### src/rtl/xor_pulse_monitor.sv
// ----------------------------------------------------------------------------
// xor_pulse_monitor
//   Counts edges on the two 1-bit outputs of the registered XOR-select stage
//   over back-to-back measurement windows of WINDOW cycles. Each completed
//   window is offered to a consumer through a valid/ready handshake. If a new
//   window completes while the previous result is still waiting, the new one
//   is dropped and a sticky overrun flag is raised.
//
//   Build option: define XOR_PULSE_BOTH_EDGES_EN to count rising and falling
//   edges. When it is undefined, only rising edges are counted.
//
// Parameters
//   CNT_W   width of each edge counter and result field (>= 2)
//   WINDOW  clock cycles per measurement window (>= 2)
//
// Ports
//   Clock              rising-edge clock
//   Reset              asynchronous, active-high reset
//   Enable_in          high = run windows back to back, low = abort and idle
//   A_xor_in/B_xor_in  monitored lines, already synchronous to Clock
//   Result_ready_in    consumer accepts the result while valid is high
//   Result_valid_out   result fields hold a completed window
//   A_count_out        A edge count of the completed window
//   B_count_out        B edge count of the completed window
//   Overrun_out        sticky, a completed window was discarded
//   Window_active_out  high while the FSM is counting
// ----------------------------------------------------------------------------
module xor_pulse_monitor #(
  parameter int CNT_W  = 8,
  parameter int WINDOW = 16
) (
  input  logic             Clock,
  input  logic             Reset,
  input  logic             Enable_in,
  input  logic             A_xor_in,
  input  logic             B_xor_in,
  input  logic             Result_ready_in,
  output logic             Result_valid_out,
  output logic [CNT_W-1:0] A_count_out,
  output logic [CNT_W-1:0] B_count_out,
  output logic             Overrun_out,
  output logic             Window_active_out
);

  localparam int WIN_W = (WINDOW > 2) ? $clog2(WINDOW) : 1;
  localparam logic [WIN_W-1:0] WIN_LAST = WIN_W'(WINDOW - 1);

  typedef enum logic {
    S_IDLE  = 1'b0,
    S_COUNT = 1'b1
  } state_e;

  state_e           state_q;
  logic             prev_a_q, prev_b_q;
  logic [WIN_W-1:0] win_q;
  logic [CNT_W-1:0] cnt_a_q, cnt_b_q;
  logic [CNT_W-1:0] cnt_a_d, cnt_b_d;
  logic [CNT_W-1:0] res_a_q, res_b_q;
  logic             valid_q, ovr_q, active_q;
  logic             ev_a, ev_b;
  logic             win_last;

  // prev_* track the inputs in every state, so a line that is already high
  // when counting starts does not produce a spurious first edge.
`ifdef XOR_PULSE_BOTH_EDGES_EN
  assign ev_a = A_xor_in ^ prev_a_q;
  assign ev_b = B_xor_in ^ prev_b_q;
`else
  assign ev_a = A_xor_in & ~prev_a_q;
  assign ev_b = B_xor_in & ~prev_b_q;
`endif

  // Saturating increment: a counter at all-ones holds instead of wrapping.
  function automatic logic [CNT_W-1:0] sat_inc(input logic [CNT_W-1:0] c,
                                               input logic ev);
    return (ev && (c != '1)) ? c + CNT_W'(1) : c;
  endfunction

  // Next counts include this cycle's events, so an edge on the last window
  // cycle still lands in the completed result.
  assign cnt_a_d  = sat_inc(cnt_a_q, ev_a);
  assign cnt_b_d  = sat_inc(cnt_b_q, ev_b);
  assign win_last = (win_q == WIN_LAST);

  always_ff @(posedge Clock or posedge Reset) begin
    if (Reset) begin
      state_q  <= S_IDLE;
      prev_a_q <= 1'b0;
      prev_b_q <= 1'b0;
      win_q    <= '0;
      cnt_a_q  <= '0;
      cnt_b_q  <= '0;
      res_a_q  <= '0;
      res_b_q  <= '0;
      valid_q  <= 1'b0;
      ovr_q    <= 1'b0;
      active_q <= 1'b0;
    end else begin
      prev_a_q <= A_xor_in;
      prev_b_q <= B_xor_in;

      // Transfer retires the held result; a window completing in this same
      // cycle overrides this below and keeps valid high.
      if (valid_q && Result_ready_in) valid_q <= 1'b0;

      case (state_q)
        S_IDLE: begin
          if (Enable_in) begin
            state_q  <= S_COUNT;
            active_q <= 1'b1;
            win_q    <= '0;
            cnt_a_q  <= '0;
            cnt_b_q  <= '0;
            ovr_q    <= 1'b0;
          end
        end

        S_COUNT: begin
          if (!Enable_in) begin
            // Abort: partial window dropped, pending result left untouched.
            state_q  <= S_IDLE;
            active_q <= 1'b0;
          end else if (win_last) begin
            win_q   <= '0;
            cnt_a_q <= '0;
            cnt_b_q <= '0;
            if (!valid_q || Result_ready_in) begin
              valid_q <= 1'b1;
              res_a_q <= cnt_a_d;
              res_b_q <= cnt_b_d;
            end else begin
              ovr_q <= 1'b1;
            end
          end else begin
            win_q   <= win_q + WIN_W'(1);
            cnt_a_q <= cnt_a_d;
            cnt_b_q <= cnt_b_d;
          end
        end

        default: begin
          state_q  <= S_IDLE;
          active_q <= 1'b0;
        end
      endcase
    end
  end

  assign Result_valid_out  = valid_q;
  assign A_count_out       = res_a_q;
  assign B_count_out       = res_b_q;
  assign Overrun_out       = ovr_q;
  assign Window_active_out = active_q;

endmodule

### config.mk
export PLATFORM = sky130hd
export DESIGN_NAME = xor_pulse_monitor
export DESIGN_NICKNAME = d
export VERILOG_FILES = /design/src/rtl/xor_pulse_monitor.sv
export SDC_FILE = /design/constraint.sdc
export NUM_CORES = 1
export LEC_CHECK = 0
export BUFFER_PORTS_ARGS = -buffer_cell sky130_fd_sc_hd__clkbuf_2
export CORE_UTILIZATION = 45
export DETAILED_ROUTE_END_ITERATION = 10
export PLACE_DENSITY = 0.65
export SLEW_MARGIN = 20
export SYNTH_ARGS = -nofsm -noshare
export SYNTH_HDL_FRONTEND = slang
export SYNTH_SLANG_ARGS = --single-unit
### constraint.sdc
create_clock -name Clock -period 2.6 [get_ports Clock]
set_input_delay 0.13 -clock Clock [delete_from_list [all_inputs] [get_ports Clock]]
set_output_delay 0.13 -clock Clock [all_outputs]
set_load 0.005 [all_outputs]
# --- Yosys cells after proc, flatten, opt, wreduce, memory -nomap -nowiden ---
# Index checks and enable logic that the tools add are counted.
totals:
  register_bits: 42
  inputBits: 6
  out_inout_bits: 19
  elab_cells: 63
classes:
  add_sub_neg: 3
  eq_ne: 8
  mux: 27
  bitwise: 5
  reduce_logical: 9
op_table:
  columns: ["operator", "n"]
  rows:
  - ["$mux W8", 7]
  - ["$pmux W8 S2", 2]
  - ["$add A8 B1 Y8 const B", 2]
  - ["$ne A8 B8 Y1 const B", 2]
  - ["$mux W1", 12]
  - ["$mux W4", 3]
  - ["$ne A2 B2 Y1 const B", 4]
  - ["$pmux W4 S2", 1]
  - ["$reduce_and A4 Y1", 2]
  - ["$add A4 B1 Y4 const B", 1]
  - ["$eq A4 B4 Y1 const B", 1]
  - ["$pmux W1 S2", 2]
  - ["$reduce_and A2 Y1", 2]
  - ["$logic_and A1 B1 Y1", 3]
  - ["$not A1 Y1", 3]
  - ["$and A1 B1 Y1", 2]
  - ["$ne A2 B1 Y1 const B", 1]
  - ["$logic_not A1 Y1", 1]
  - ["$logic_or A1 B1 Y1", 1]

# --- Depth between registers and ports, before layout ---
logic_depth:
  ltp_word: 7
  mapped_depth: 7
  mapped_depth_nobuf: 6

# --- Worst setup path before layout ---
# OpenSTA, ideal clock, no wires.
synth_timing:
  path_type: "reg2reg"
  start: "register state_q"
  end: "register cnt_b_q[5]"
  setup_time_ns: 0.069
  t_arrival_ns: 1.752
  required_ns: 2.531
  slack_ns: 0.779
  stages_incl_launch_ff: 7
  n_path_buf: 0
  synth_period_minus_slack_ns: 1.821
  cell_sequence: "dfrtp_1 -> inv_1 -> ha_1 -> nor2_1 -> nand3_1 -> or4_1 -> nand3_1"
synth_between:
  elab_chain_cells: 3
  word_cells_on_any_way: 5
  classes_between: "eq/ne (2); mux (1); bitwise (1); reduce/logical (1)"
synth_lines:
  columns: ["item", "line_no", "rtl"]
  rows:
  - ["from (decl)", "53", "state_e state_q;"]
  - ["from (signal assigned)", "87", "state_q <= S_IDLE;"]
  - ["from (signal assigned)", "109", "state_q <= S_COUNT;"]
  - ["from (signal assigned)", "121", "state_q <= S_IDLE;"]
  - ["$not A1 Y1", null, null]
  - ["$ne A2 B2 Y1 (no line)", null, null]
  - ["$reduce_and A2 Y1 (no line)", null, null]
  - ["to (signal assigned)", "137", "cnt_b_q <= cnt_b_d;"]
  - ["to (decl)", "56", "logic [CNT_W-1:0] cnt_a_q, cnt_b_q;"]
# Several ways; a longest one is shown, not always the timed one.
# A chain may end at the register's enable or synchronous reset.

# --- Final worst setup path ---
layout_timing:
  start: "register state_q"
  end: "register cnt_a_q[2]"
layout_between:
  elab_chain_cells: 3
  word_cells_on_any_way: 5
  classes_between: "eq/ne (2); mux (1); bitwise (1); reduce/logical (1)"
layout_lines:
  columns: ["item", "line_no", "rtl"]
  rows:
  - ["$not A1 Y1", null, null]
  - ["$ne A2 B2 Y1 (no line)", null, null]
  - ["$reduce_and A2 Y1 (no line)", null, null]
  - ["to (signal assigned)", "136", "cnt_a_q <= cnt_a_d;"]
  - ["to (decl)", "56", null]
# Several ways; a longest one is shown, not always the timed one.

==> flow_metrics.py <==
metrics = {
    "logic_synthesis": {
        "ys_ff_latch": 42,
        "synth.net_count": 233,
        "seq_area_frac_synth_pct": 47.4,
        "synth_top_area_share_pct": 47.4,
        "ys_async_sr_fraction_pct": 100,
        "synth_flop_cell": "dfrtp_1",
        "ys_warn_count": 0,
        "synth_area_leaders": "dfrtp_1 (47%), nand2_1 (4.4%), ha_1 (3.4%)",
        "synth_edf_count": 0,
        "syn_avg_cell_area_sq_um": 10.0,
        "synth_cell_types": 43,
        "syn_inst": 221,
        "synth.largest_area_cell": "dfrtp_1",
        "syn_area_sq_um": 2220,
    },
    "clock_tree": {
        "cts_buffer_depth": 2,
        "clk_latency_ps": 300,
        "post_cts_buffers": 0,
        "cts_root_buffer": "clkbuf_8",
        "cts_sinks": 42,
        "postCtsResizedCells": 0,
        "cts_hold_buffers": 4,
        "numCtsBuffers": 5,
        "tritoncts": "done",
        "path_clk_slew_ps": 80,
        "htreeDepth": 2,
    },
    "route": {
        "vias": 1682,
        "drt-pass1-iter-count": 4,
        "vias_per_cell": 5.29,
        "ant_nets": 0,
        "wl_mm": 4.13,
        "drc": 0,
        "drt_iter0_drc": 98,
        "wl_per_cell_um": 13.0,
    },
    "place": {
        "dp_cells": 306,
        "numPortBuffers": 24,
        "gp_congestion": 0.764,
        "dp_hpwl_mm": 2.86,
    },
    "cells_and_area": {
        "antenna_cells": 0,
        "fin_util_pct": 53.5,
        "fin_nets": 262,
        "drive_gt1_share_pct": 19.9,
        "final.fill_count": 437,
        "stdcell_count": 318,
        "ff_latch_area_sq_um": 1050,
        "syn2layout_area_growth_pct": 13.9,
        "multi_input_area_sq_um": 1080,
    },
    "critical_path": {
        "cp.arrival_ps": 2260,
        "crit_family": "simple AND/OR/NAND/NOR gates",
        "path_buf_inv": 2,
        "regToRegStartpoint": "state_q",
        "cpPeakStageDelay_ps": 470,
        "startpoint": "state_q",
        "crit_type": "flop to flop",
        "crit_chain": "inv_1, ha_1, or2_1, nor3_2, buf_4, o21ai_0, a31oi_1",
        "cp-start-kind": "flop",
        "slowest_stage": "dfrtp_1",
        "cp-end-kind": "flop",
        "path_max_fanout": 12,
        "cp.required_ps": 2810,
    },
    "grt": {
        "antenna_found_initial": 0,
        "grt.overflow.total": 0,
        "grt_first_pass_wirelength_mm": 7.19,
        "grt_pass1_vias": 1474,
        "grt_max_degree": 43,
        "grt_usage_pct": 18.0,
    },
    "floorplanning": {
        "die_area_sq_um": 5210,
        "fp.coreArea_sq_um": 4720,
        "rows": 25,
        "die_y_um": 72.2,
        "start_util_pct": 46.9,
        "die_w_um": 72.2,
        "ioPinCount": 25,
    },
    "pwr": {
        "power_frac_seq_pct": 56.0,
        "p_sw_share_pct": 25.5,
        "ir_worst_vdd_mv": 0.261,
        "power.net_switching_mw": 0.324,
        "p_int_mw": 0.945,
        "clkPwrFrac_pct": 34.3,
        "p_leak_nw": 1.12,
        "p_per_area_nw_per_um2": 502,
        "power.share.combinational_pct": 9.7,
    },
    "run": {
        "maxCapViolCount": 0,
    },
    "sta": {
        "grt_setup_unrepaired": "no",
        "max-slew-margin-rel_pct": 60.4,
        "drv_slew": 0,
        "tightestPinTransition_ps": 592,
        "timing.hold.ws_ps": 213,
        "hold_viol": 0,
        "setup_violations": 0,
        "period_share_pct": 78.7,
        "fin_worst_skew_ps": 4.07,
        "post-route-min-period_ps": 2050,
        "setup_tns_ps": 0,
        "timing.fmax_ghz": 0.489,
    },
    "min_path": {
        "hold_path.class": "input port to flop",
        "hold_start": "Result_ready_in",
    },
    "status": {
        "outcome": "complete, no violations",
    },
}
## state kept, by name, indices dropped and copies added (netlist names)
name and count:
A_count_out 8, B_count_out 8, cnt_a_q 8, cnt_b_q 8, win_q 4, Overrun_out 1
Result_valid_out 1, Window_active_out 1, prev_a_q 1, prev_b_q 1, state_q 1
## final timing paths
check	to	slack (ps)	cells past startpoint
setup reg to reg	cnt_a_q[2]	550	7
min in group asynchronous	prev_b_q	480	4
max in group asynchronous	B_count_out[2]	1740	4
hold / removal	Result_valid_out	210	3
setup / recovery	cnt_a_q[2]	550	7
hold reg to reg	A_count_out[0]	480	2
## layout by cell type, fill, tap and decap left out, types with 3 or more instances in the layout
cell type / count
or3_1: 4
nand2b_1: 6
o21ai_1: 7
dlygate4sd3_1: 4
or4_1: 3
o21ai_0: 13
and3_1: 4
clkbuf_8: 6
nor2_1: 10
ha_1: 6
a22o_1: 4
nand2_1: 26
a21oi_1: 12
nor3_1: 4
clkbuf_2: 24
o211ai_1: 4
a31oi_1: 10
inv_1: 5
nand3_1: 13
mux2_2: 5
buf_4: 5
xnor2_1: 7
dfrtp_1: 42
## logic make-up after synthesis
logic type	Yosys count	share of synthesized area (%)
xor gates and xnor gates	7	2.77
buffers and inverters	16	3.78
adders and majority gates	6	3.39
muxes	7	3.44
DFF	42	47.4
AOI/OAI and AO/OA	60	18.8
and+or+nand+nor	83	20.4
## synthesized netlist by cell type (2+ instances only)
| cell | instances |
|---|---|
| dfrtp_1 | 42 |
| nand2_1 | 26 |
| nand3_1 | 13 |
| o21ai_0 | 13 |
| a21oi_1 | 12 |
| a31oi_1 | 10 |
| nor2_1 | 10 |
| o21ai_1 | 7 |
| xnor2_1 | 7 |
| ha_1 | 6 |
| nand2b_1 | 6 |
| inv_1 | 5 |
| mux2_2 | 5 |
| a22o_1 | 4 |
| and3_1 | 4 |
| clkbuf_1 | 4 |
| nor3_1 | 4 |
| o211ai_1 | 4 |
| or3_1 | 4 |
| buf_2 | 3 |
| or4_1 | 3 |
| a2111oi_4 | 2 |
| a211oi_2 | 2 |
| buf_6 | 2 |
| mux2i_1 | 2 |
| nand4_1 | 2 |
| nor2b_1 | 2 |
| o31ai_1 | 2 |
## metrics by stage
stage,instance area [sq um],total power [mW],worst slack [ps]
6_report,2520,1.27,553
3_5_place_dp,2390,0.843,568
2_1_floorplan,2220,0.806,779
5_1_grt,2520,1.33,322
3_3_place_gp,2390,0.841,635
4_1_cts,2520,1.29,542
## worst min-delay path, cell delays in order
cell	delay, ps
clkbuf_2	70
nand2b_1	170
o31ai_1	100
## routing by layer
layer	global-route usage, %	share of wire, %
met1	26.9	53
met2	25.0	42
met3	4.31	3.8
met4	7.19	1.8
met5	0	0
## area by class of cell
class / instances / share of cell area, %
clock buffer: 7 / 3.42
clock inverter: 1 / 0.198
inverter: 5 / 0.743
multi-input combinational: 163 / 42.9
sequential: 42 / 41.6
tap: 67 / 3.32
timing repair buffer: 33 / 7.83
## power by group through the flow
| stage | Sequential (mW) | Combinational (mW) | Clock [mW] |
|---|---|---|---|
| global route | 0.716 | 0.144 | 0.474 |
| detailed placement | 0.723 | 0.120 | 0 |
| floorplan | 0.717 | 0.0885 | 0 |
| global placement | 0.722 | 0.118 | 0 |
| finish | 0.711 | 0.123 | 0.435 |
| CTS | 0.710 | 0.125 | 0.453 |
(Power assumes the default switching activity.)
